## src/rtl/sel_demux3_if.sv

```systemverilog
// Valid/ready beat stream with end-of-packet marker, shared by the demux
// input and its three output ports.
interface sel_demux3_if #(
   parameter int DATA_W = 8
);
   logic              vld;
   logic              rdy;
   logic [DATA_W-1:0] data;
   logic              last;

   modport master (output vld, output data, output last, input rdy);
   modport slave  (input vld, input data, input last, output rdy);
endinterface

```

## src/rtl/sel_demux3.sv

```systemverilog
// Packet demultiplexer: one input stream steered to one of three registered
// output slices; the route is chosen on the first beat and held until the last.
module sel_demux3 #(
   parameter int DATA_W = 8,
   parameter int CNT_W  = 16
) (
   input  logic             clk,
   input  logic             rst,
   input  logic             sel1,
   input  logic             sel2,
   sel_demux3_if.slave      src,
   sel_demux3_if.master     out0,
   sel_demux3_if.master     out1,
   sel_demux3_if.master     out2,
   output logic [CNT_W-1:0] cnt0,
   output logic [CNT_W-1:0] cnt1,
   output logic [CNT_W-1:0] cnt2,
   output logic             busy
);

   localparam logic [0:0] IDLE  = 1'b0;
   localparam logic [0:0] LOCK  = 1'b1;
   localparam logic [1:0] PORT0 = 2'd0;
   localparam logic [1:0] PORT1 = 2'd1;
   localparam logic [1:0] PORT2 = 2'd2;

   logic [0:0]        state_q, state_d;
   logic [1:0]        route_q, route_d;
   logic [1:0]        routeNow;
   logic [1:0]        target;
   logic [2:0]        slotVld_q, slotVld_d;
   logic [2:0]        slotLast_q, slotLast_d;
   logic [DATA_W-1:0] slotData_q [3];
   logic [DATA_W-1:0] slotData_d [3];
   logic [CNT_W-1:0]  pktCnt_q [3];
   logic [CNT_W-1:0]  pktCnt_d [3];
   logic [2:0]        outRdy;
   logic [2:0]        load;
   logic [2:0]        drain;
   logic              inRdy;
   logic              accept;

   always_comb begin
      if (!sel1) begin
         routeNow = PORT2;
      end else if (sel2) begin
         routeNow = PORT0;
      end else begin
         routeNow = PORT1;
      end
   end

   // Only the slice the current beat is heading for may stall the producer.
   assign target = (state_q == LOCK) ? route_q : routeNow;
   assign outRdy = {out2.rdy, out1.rdy, out0.rdy};
   assign inRdy  = ~rst & (~slotVld_q[target] | outRdy[target]);
   assign accept = src.vld & inRdy;
   assign src.rdy = inRdy;

   always_comb begin
      state_d = state_q;
      route_d = route_q;
      if (accept) begin
         case (state_q)
            IDLE: begin
               if (!src.last) begin
                  state_d = LOCK;
                  route_d = routeNow;
               end
            end
            LOCK: begin
               if (src.last) begin
                  state_d = IDLE;
               end
            end
            default: state_d = IDLE;
         endcase
      end
   end

   // A load and a drain in the same cycle keep the slice full for back-to-back beats.
   always_comb begin
      load       = '0;
      drain      = '0;
      slotVld_d  = slotVld_q;
      slotLast_d = slotLast_q;
      for (int n = 0; n < 3; n++) begin
         slotData_d[n] = slotData_q[n];
         load[n]       = accept & (target == 2'(n));
         drain[n]      = slotVld_q[n] & outRdy[n];
         if (load[n]) begin
            slotVld_d[n]  = 1'b1;
            slotData_d[n] = src.data;
            slotLast_d[n] = src.last;
         end else if (drain[n]) begin
            slotVld_d[n] = 1'b0;
         end
         pktCnt_d[n] = pktCnt_q[n] + CNT_W'(drain[n] & slotLast_q[n]);
      end
   end

   always_ff @(posedge clk) begin
      if (rst) begin
         state_q    <= IDLE;
         route_q    <= PORT0;
         slotVld_q  <= '0;
         slotLast_q <= '0;
         for (int n = 0; n < 3; n++) begin
            slotData_q[n] <= '0;
            pktCnt_q[n]   <= '0;
         end
      end else begin
         state_q    <= state_d;
         route_q    <= route_d;
         slotVld_q  <= slotVld_d;
         slotLast_q <= slotLast_d;
         for (int n = 0; n < 3; n++) begin
            slotData_q[n] <= slotData_d[n];
            pktCnt_q[n]   <= pktCnt_d[n];
         end
      end
   end

   assign out0.vld  = slotVld_q[0];
   assign out0.data = slotData_q[0];
   assign out0.last = slotLast_q[0];
   assign out1.vld  = slotVld_q[1];
   assign out1.data = slotData_q[1];
   assign out1.last = slotLast_q[1];
   assign out2.vld  = slotVld_q[2];
   assign out2.data = slotData_q[2];
   assign out2.last = slotLast_q[2];

   assign cnt0 = pktCnt_q[0];
   assign cnt1 = pktCnt_q[1];
   assign cnt2 = pktCnt_q[2];
   assign busy = (state_q == LOCK);

endmodule

```

## src/flat_wrapper.sv

```systemverilog
// flat-port wrapper written by rule: the top's interface ports become plain ports
module sel_demux3_flat 
#(
   parameter int DATA_W = 8,
   parameter int CNT_W  = 16
)
  (clk, rst, sel1, sel2, cnt0, cnt1, cnt2, busy, src_vld, src_data, src_last, src_rdy, out0_vld, out0_data, out0_last, out0_rdy, out1_vld, out1_data, out1_last, out1_rdy, out2_vld, out2_data, out2_last, out2_rdy);
  sel_demux3_if #(.DATA_W(DATA_W)) src_i ();
  sel_demux3_if #(.DATA_W(DATA_W)) out0_i ();
  sel_demux3_if #(.DATA_W(DATA_W)) out1_i ();
  sel_demux3_if #(.DATA_W(DATA_W)) out2_i ();
  input  logic clk;
  input  logic rst;
  input  logic sel1;
  input  logic sel2;
  output logic [CNT_W-1:0] cnt0;
  output logic [CNT_W-1:0] cnt1;
  output logic [CNT_W-1:0] cnt2;
  output logic busy;
  input wire logic [$bits(src_i.vld)-1:0] src_vld;
  input wire logic [$bits(src_i.data)-1:0] src_data;
  input wire logic [$bits(src_i.last)-1:0] src_last;
  output wire logic [$bits(src_i.rdy)-1:0] src_rdy;
  output wire logic [$bits(out0_i.vld)-1:0] out0_vld;
  output wire logic [$bits(out0_i.data)-1:0] out0_data;
  output wire logic [$bits(out0_i.last)-1:0] out0_last;
  input wire logic [$bits(out0_i.rdy)-1:0] out0_rdy;
  output wire logic [$bits(out1_i.vld)-1:0] out1_vld;
  output wire logic [$bits(out1_i.data)-1:0] out1_data;
  output wire logic [$bits(out1_i.last)-1:0] out1_last;
  input wire logic [$bits(out1_i.rdy)-1:0] out1_rdy;
  output wire logic [$bits(out2_i.vld)-1:0] out2_vld;
  output wire logic [$bits(out2_i.data)-1:0] out2_data;
  output wire logic [$bits(out2_i.last)-1:0] out2_last;
  input wire logic [$bits(out2_i.rdy)-1:0] out2_rdy;
  assign src_i.vld = src_vld;
  assign src_i.data = src_data;
  assign src_i.last = src_last;
  assign src_rdy = src_i.rdy;
  assign out0_vld = out0_i.vld;
  assign out0_data = out0_i.data;
  assign out0_last = out0_i.last;
  assign out0_i.rdy = out0_rdy;
  assign out1_vld = out1_i.vld;
  assign out1_data = out1_i.data;
  assign out1_last = out1_i.last;
  assign out1_i.rdy = out1_rdy;
  assign out2_vld = out2_i.vld;
  assign out2_data = out2_i.data;
  assign out2_last = out2_i.last;
  assign out2_i.rdy = out2_rdy;
  sel_demux3 #(.DATA_W(DATA_W), .CNT_W(CNT_W)) u_core (.clk(clk), .rst(rst), .sel1(sel1), .sel2(sel2), .src(src_i), .out0(out0_i), .out1(out1_i), .out2(out2_i), .cnt0(cnt0), .cnt1(cnt1), .cnt2(cnt2), .busy(busy));
endmodule
```

## config.mk

```make
export PLATFORM = sky130hd
export DESIGN_NAME = sel_demux3_flat
export DESIGN_NICKNAME = d
export VERILOG_FILES = /design/src/rtl/sel_demux3_if.sv /design/src/rtl/sel_demux3.sv /design/src/flat_wrapper.sv
export SDC_FILE = /design/constraint.sdc
export NUM_CORES = 1
export LEC_CHECK = 0
export CAP_MARGIN = 5
export CORE_MARGIN = 4
export CORE_UTILIZATION = 35
export CTS_CLUSTER_SIZE = 28
export DETAILED_ROUTE_END_ITERATION = 8
export GPL_ROUTABILITY_DRIVEN = 0
export PLACE_DENSITY_LB_ADDON = 0.08
export SYNTH_ARGS = -nofsm -noshare
export SYNTH_HDL_FRONTEND = slang
export SYNTH_SLANG_ARGS = --single-unit
```

## constraint.sdc

```tcl
create_clock -name clk -period 4.22 [get_ports clk]
set_clock_uncertainty 0.2 [all_clocks]
set_input_delay 1.266 -clock clk [delete_from_list [all_inputs] [get_ports clk]]
set_output_delay 1.266 -clock clk [all_outputs]
set_load 0.03 [all_outputs]
```

==> summary.txt, run 1 <==
Global route
  – Initial antenna violation count: 1
  – Largest net degree at the start of global routing: 93
  – Remaining global-route overflow: 0
  – Total GRT Usage: 0.145
  – First-pass GRT wire length: about 14000 um
  – Vias in the first global route: between 2k and 3k

Timing
  – Max Freq: 241 MHz
  – Final setup violation count: 0
  – Unrepaired setup endpoints after global routing: false
  – Slew Viols, Final: 0
  – Hold Fails Final Rpt: 0
  – TNS Setup: 0 ns
  – Min Tclk post-route: approximately 4.1 ns
  – Actual slew at the worst max-slew pin: about 0.82 ns
  – Final period utilization: 0.981
  – Minimum hold slack: 0.278 ns
  – Worst slew margin relative to its limit: 0.450

Worst setup path
  – Critical Path RT: 2.75 ns
  – WP data arrival: between 2 and 3 ns
  – Crit path from: out2_rdy
  – Worst setup endpoint: src_rdy
  – CP top delay family: buffers and inverters
  – Worst R2R Start: u_core.busy
  – Worst r2r dst: u_core.route_q[0]
  – Crit path kind: in -> out
  – Critical path buffers and inverters: 2
  – Worst R2R Path Depth: 6
  – Crit. path cell count: 6
  – Cells along the critical path: clkdlybuf4s50_1 -> mux2_2 -> and3_2 -> a2111oi_4 -> nor2_1 -> buf_4
  – CP max stage cell: clkdlybuf4s50_1
  – Startpoint Class: primary input
  – Crit Path Max Fanout: 2
  – CP endpoint kind: output pin
  – Slowest stage delay, CP: between 0.4 and 0.5 ns
  – R2r setup slk: about 2 ns

Power
  – PD cells: about 330 nW/um2
  – Part of the power in the clock network: 0.416
  – Net Sw Power: between 0.3 and 0.4 mW
  – Leakage: 1.75 nW
  – Sw Share: 0.235
  – Worst VDD drop: around 0.15 mV
  – Register share of total power: 0.486
  – Combinational group share of total power: 0.098
  – Pint: around 1.2 mW

Hold path
  – Type of the most critical hold path: reg -> reg
  – Hold depth: 2
  – Hold path start: u_core.slotData_q[0][7]

Route
  – First-pass DRT Iterations: 4
  – Via density: roughly 4.7
  – Routed wire length per instance: about 13 um
  – Met2 wire length: 3540 um
  – Uppermost layer routed: met5
  – Drt total wl: between 8000 and 9000 um
  – ANT nets after route: 0
  – Vias: 2859
  – Met3 wire length: between 600 and 700 um
  – Met1 WL: between 3000 and 4000 um
  – DRC: 0
  – 1st-iter DRT viols: 109

Die
  – Starting Density: 0.362
  – Die H: between 100 and 150 um
  – Die area: 11800 um2
  – Ports: 97
  – Floorplan row count: 36
  – Core area: 9820 um2
  – DIE WIDTH: roughly 110 um

Finish
  – Share of layout cells above drive strength 1: 0.0795
  – Final std cells w/o fill: roughly 610
  – Multi-input gate area: 1820 um2
  – Final nets: 496
  – Antenna fix cells: 0
  – Final core utilization: 0.497
  – Area growth syn-to-layout: 37.1%
  – Filler Cells Inserted: slightly below 1k
  – Storage cell area: between 1500 and 2000 um2

Synthesis
  – Synth Register Bits: between 80 and 90
  – Syn Inst Count: 375
  – Yosys top cell by area: dfxtp_1
  – Average size of a mapped cell: roughly 9.5 um2
  – Leading post-synthesis cells by cell area: dfxtp_1 46%, mux2i_1 8.2%, nand2b_1 6.7%
  – Yosys cell types: 37
  – Seq/Total Area, Yosys: 0.456
  – Area of the mapped netlist: 3560 um2
  – Net count after synthesis: 398
  – Top cell type's share of synthesized area: 0.456
  – Yosys warnings: 0

CTS
  – TritonCTS buffer count: 9
  – Clk root buf: clkbuf_8
  – Clock sinks: 81
  – Clk buf depth: 2
  – Worst-path clk slew: roughly 0.090 ns
  – Resized Gates After CTS: 3
  – Worst-Skew Late Latency: 0.35 ns
  – Setup Fix Bufs, Post-CTS: 0
  – Htree depth: 3
  – Cts hold-fix bufs: 0
  – TritonCTS clock tree: built

Place
  – IO Port Bufs: between 90 and 100
  – Dpl cells: around 600
  – Post-DP HPWL: around 5700 um

Flow run
  – Max-Cap Viols: 0

Status
  – Status: complete, no violations
-- worst min path at each step --
| stage | to | slack (ns) |
|---|---|---|
| 2_1_floorplan | u_core.slotData_q[0][10] | 0.40 |
| 3_3_place_gp | u_core.slotData_q[0][11] | 0.26 |
| 3_5_place_dp | u_core.slotData_q[0][4] | 0.27 |
| 4_1_cts | u_core.slotData_q[0][7] | 0.28 |
| 5_1_grt | u_core.slotData_q[0][19] | 0.31 |
| 6_report | u_core.slotData_q[0][7] | 0.28 |
-- state kept, by name (all words and copies together) (netlist names) --
register and cells:
u_core.pktCnt_q 48, u_core.slotData_q 24, u_core.slotLast_q 3, u_core.slotVld_q 3, u_core.route_q 2, u_core.busy 1
-- cell type report --
cell class                      instances  share of cell area
Clock buffer                           11              0.0269
Sequential cell                        81               0.332
Tap cell                              133              0.0341
Inverter                                7             0.00539
Clock inverter                          5              0.0213
Timing Repair Buffer                  103               0.206
Multi-Input combinational cell        271               0.374
-- per-stage QoR --
stage          setup slack (ns)  power, mW  area, um2
2_1_floorplan             0.400      0.907       3560
5_1_grt                  0.0292       1.70       4880
3_3_place_gp            -0.0509      0.970       4630
4_1_cts                  0.0620       1.65       4880
6_report                 0.0781       1.63       4880
3_5_place_dp            -0.0411      0.970       4630
-- layer usage --
layer | vias up | global-route usage
li1 | 1461 | -
met1 | 1319 | 0.188
met2 | 65 | 0.214
met3 | 12 | 0.0622
met4 | 2 | 0.0541
met5 | - | 0
-- power by group through the flow --
stage               Clock (mW)  Sequential, mW  Combinational, mW
global placement             0           0.809              0.161
global route             0.732           0.795              0.173
CTS                      0.696           0.792              0.162
detailed placement           0           0.809              0.161
finish                   0.679           0.792              0.160
floorplan                    0           0.836             0.0702
-- synth_stat cells --
cell type and n:
mux2i_1 29, o32ai_2 1, o21ai_2 1, mux2_4 2, clkbuf_1 12, a21oi_1 11, or4_4 1, and2_1 2
and4_1 1, o22a_2 1, nor2_4 3, o21ai_0 11, a2111oi_2 1, nand2b_2 2, dfxtp_1 81, xor2_1 23
and3b_1 1, nor2b_1 11, nor3_1 4, and3_1 10, nor2_1 41, mux2_2 1, or3_1 9, nand3_1 18
and2_0 1, nand4_1 10, buf_12 1, xnor2_1 10, nand2_1 15, o22ai_1 4, and3_2 1, buf_6 3
or3_2 1, nand2b_1 38, o2bb2ai_1 1, ha_1 6, inv_1 7
-- cell families (layout without fill, tap and decap cells) --
group / after synthesis / count (layout) / share of synthesized area
simple gates: 169 / 169 / 0.259
flops: 81 / 81 / 0.456
xor+xnor: 33 / 33 / 0.0812
mux: 32 / 32 / 0.0932
compound gates: 31 / 31 / 0.0545
buf+inv: 23 / 126 / 0.0352
fa+ha+maj: 6 / 6 / 0.0211
-- worst min-delay path, cell delays in order, from the launching register on --
cell	delay (ns)
dfxtp_1	0.32
nand2b_1	0.06
mux2i_1	0.05
-- cells in the final DEF, fill, tap and decap left out, types with 3 or more instances in the layout --
| master | instances |
|---|---|
| clkdlybuf4s50_1 | 92 |
| dfxtp_1 | 81 |
| nor2_1 | 41 |
| nand2b_1 | 38 |
| mux2i_1 | 29 |
| xor2_1 | 23 |
| nand3_1 | 18 |
| nand2_1 | 15 |
| a21oi_1 | 11 |
| nor2b_1 | 11 |
| o21ai_0 | 11 |
| and3_1 | 10 |
| nand4_1 | 10 |
| xnor2_1 | 10 |
| or3_1 | 9 |
| clkbuf_8 | 9 |
| buf_4 | 8 |
| inv_1 | 7 |
| ha_1 | 6 |
| nor3_1 | 4 |
| o22ai_1 | 4 |
| nor2_4 | 3 |
| bufinv_16 | 3 |
Power figures use the tool's default switching activity.
==> inputs of run 2 (changes only) <==
--- a/config.mk
+++ b/config.mk
@@ -6,10 +6,12 @@
 export NUM_CORES = 1
 export LEC_CHECK = 0
 export CAP_MARGIN = 5
+export CORE_ASPECT_RATIO = 1.5
 export CORE_MARGIN = 4
-export CORE_UTILIZATION = 35
+export CORE_UTILIZATION = 65
 export CTS_CLUSTER_SIZE = 28
 export DETAILED_ROUTE_END_ITERATION = 8
+export DONT_BUFFER_PORTS = 1
 export GPL_ROUTABILITY_DRIVEN = 0
 export PLACE_DENSITY_LB_ADDON = 0.08
 export SYNTH_ARGS = -nofsm -noshare
==> summary.txt, run 2 (synthesis gave the netlist of run 1 again) <==
Status
  – Status: complete, no violations

Worst setup path
  – R2r setup slk: 1.68 ns (-0.27 ns)
  – Crit path from: out2_rdy
  – CP max stage cell: a2111oi_2
  – CP top delay family: compound AO/OA/AOI/OAI gates
  – Crit Path Max Fanout: 4 (+2)
  – Worst R2R Start: u_core.busy
  – Crit path kind: in -> out
  – Cells along the critical path: mux2_2 -> and3_2 -> a2111oi_2 -> nor2_1 -> buf_4
  – CP endpoint kind: output pin
  – WP data arrival: 2.29 ns (-0.39 ns)
  – Critical path buffers and inverters: 1 (-1)
  – Startpoint Class: primary input
  – Slowest stage delay, CP: 0.32 ns (-0.10 ns)
  – Critical Path RT: 2.75 ns (about the same)
  – Worst setup endpoint: src_rdy
  – Worst R2R Path Depth: 6 (unchanged)
  – Crit. path cell count: 5 (-1)
  – Worst r2r dst: u_core.route_q[1]

Finish
  – Storage cell area: 1620 um2 (unchanged)
  – Final std cells w/o fill: 445 (-27%)
  – Filler Cells Inserted: 429 (-57%)
  – Final nets: 395 (-20%)
  – Most common cell after layout, fill and taps aside: dfxtp_1
  – Share of layout cells above drive strength 1: 0.0875 (+0.00804)
  – Post-route cell area: 3790 um2 (-22%)
  – Largest register FFs: 48 (unchanged)
  – Area growth syn-to-layout: 6.40%
  – Antenna fix cells: 0 (unchanged)
  – Multi-input gate area: 1810 um2 (-0.69%)
  – Register with the most flip-flops: u_core.pktCnt_q
  – Most frequent cells in the layout: 81 x dfxtp_1, 41 x nor2_1, 38 x nand2b_1
  – Top flop regs: u_core.pktCnt_q: 48 flops, u_core.slotData_q: 24 flops

CTS
  – Clk root buf: clkbuf_8
  – Setup Fix Bufs, Post-CTS: 0 (unchanged)
  – Worst-Skew Late Latency: 0.35 ns (about the same)
  – Cts hold-fix bufs: 0 (unchanged)
  – Worst-path clk slew: 0.07 ns (-0.02 ns)
  – Clock sinks: 81 (unchanged)
  – TritonCTS buffer count: 9 (unchanged)
  – Resized Gates After CTS: 0 (-3)
  – TritonCTS clock tree: built
  – Clk buf depth: 2 (unchanged)
  – Htree depth: 3 (unchanged)

Place
  – Dpl cells: 429 (-28%)
  – Post-DP HPWL: 5210 um (-8.4%)
  – IO Port Bufs: 0 (-100%)
  – DP Area: 3560 um2 (-23%)

Die
  – DIE WIDTH: 68.4 um (-37%)
  – Floorplan row count: 32 (-11%)
  – Core area: 5250 um2 (-47%)
  – Die area: 6750 um2 (-43%)
  – Die H: 98.6 um (-9.4%)
  – Ports: 97 (unchanged)
  – Starting Density: 0.678 (+0.316)

Route
  – Drt total wl: 7300 um (-11%)
  – DRC: 0 (unchanged)
  – Vias: 2559 (-10%)
  – Via density: 5.75 (+23%)
  – 1st-iter DRT viols: 146 (+34%)
  – ANT nets after route: 0 (unchanged)
  – First-pass DRT Iterations: 4 (unchanged)
  – Routed wire length per instance: 16.4 um (+23%)

Hold path
  – Type of the most critical hold path: reg -> reg

Timing
  – Final setup violation count: 0 (unchanged)
  – Hold Fails Final Rpt: 0 (unchanged)
  – Actual slew at the worst max-slew pin: 0.590 ns (-0.235 ns)
  – Unrepaired setup endpoints after global routing: false
  – Max Freq: 266 MHz (+10%)
  – Final period utilization: 0.890 (-0.0915)
  – TNS Setup: 0 ns (unchanged)
  – Slew Viols, Final: 0 (unchanged)
  – Min Tclk post-route: 3.76 ns (-0.386 ns)
  – Worst slew margin relative to its limit: 0.606 (+0.156)

Power
  – Leakage: 1.38 nW (-21%)
  – Register share of total power: 0.544 (+0.058)
  – Total power: 1.52 mW (-7.0%)
  – Part of the power in the clock network: 0.414 (-0.002)
  – Combinational group share of total power: 0.043 (-0.055)
  – Net Sw Power: 0.353 mW (-7.9%)
  – Pint: 1.16 mW (-6.7%)
  – Sw Share: 0.233 (-0.00237)
  – PD cells: 400 nW/um2 (+20%)
  – Worst VDD drop: 0.297 mV (+91%)

Global route
  – Total GRT Usage: 0.230 (+0.0846)
  – Remaining global-route overflow: 0 (unchanged)
  – First-pass GRT wire length: 12000 um (-12%)
  – Initial antenna violation count: 0 (-1)
  – Vias in the first global route: 2598 (-9.0%)
  – Largest net degree at the start of global routing: 94 (+1.1%)

Flow run
  – Max-Cap Viols: 0 (unchanged)
-- run 2: cell types whose count changed in the layout (fill, tap and decap cells not counted), sizes merged --
cell	before	now
clkinv	2	1
dlygate4sd2	2	0
clkdlybuf4s50	92	0
buf	9	2
clkinvlp	0	2
bufinv	3	2
inv	7	8
clkbuf	11	10
-- run 2: how the worst min path moves through the flow --
stage / cells past startpoint / end / slack [ns] / start
finish: 2 / u_core.slotData_q[0][2] / 0.42 / u_core.slotData_q[0][2]
global route: 2 / u_core.slotData_q[0][1] / 0.45 / u_core.slotData_q[0][1]
CTS: 2 / u_core.slotData_q[0][2] / 0.43 / u_core.slotData_q[0][2]
detailed placement: 2 / u_core.slotData_q[0][2] / 0.41 / u_core.slotData_q[0][2]
global placement: 2 / u_core.slotData_q[0][18] / 0.41 / u_core.slotData_q[0][18]
floorplan: 2 / u_core.slotData_q[0][10] / 0.40 / u_core.slotData_q[0][10]
-- run 2: stage by stage --
step	hold WS [ns]	setup slack, ns	utilization
6_report	0.423	0.464	0.722
5_1_grt	0.448	0.410	0.722
4_1_cts	0.426	0.456	0.722
3_5_place_dp	0.414	0.456	0.679
3_3_place_gp	0.408	0.462	0.679
2_1_floorplan	0.396	0.400	-
-- run 2: cell type report --
type                    instances  area share
clock inverters                 6      0.0235
repair buffers                  2     0.00397
flip-flops and latches         81       0.428
multi-input cells             271       0.479
clock buffers                  10      0.0364
inverters                       7     0.00694
well taps                      68      0.0225
-- run 2: worst register-to-register path: cells and delay by family, from the launching register on --
kind	cells	cell delay [ns]
buffers and inverters	1	0.27
flip-flops	1	0.70
AND/OR/NAND/NOR	2	0.40
multiplexers	1	0.29
AO/OA/AOI/OAI	2	0.58
-- run 2: per-layer routing --
layer / up-vias / global-route usage / share of wire
li1: 1264 / - / -
met1: 1196 / 0.240 / 0.37
met5: - / 0 / 0
met2: 85 / 0.391 / 0.52
met4: 0 / 0.113 / 0.024
met3: 14 / 0.0821 / 0.084
-- run 2: power groups by stage --
stage | combinational, mW | clock [mW] | sequential, mW
floorplan | 0.0702 | 0 | 0.836
global placement | 0.0633 | 0 | 0.842
detailed placement | 0.0655 | 0 | 0.842
CTS | 0.0655 | 0.641 | 0.825
global route | 0.0716 | 0.682 | 0.827
finish | 0.0646 | 0.627 | 0.824
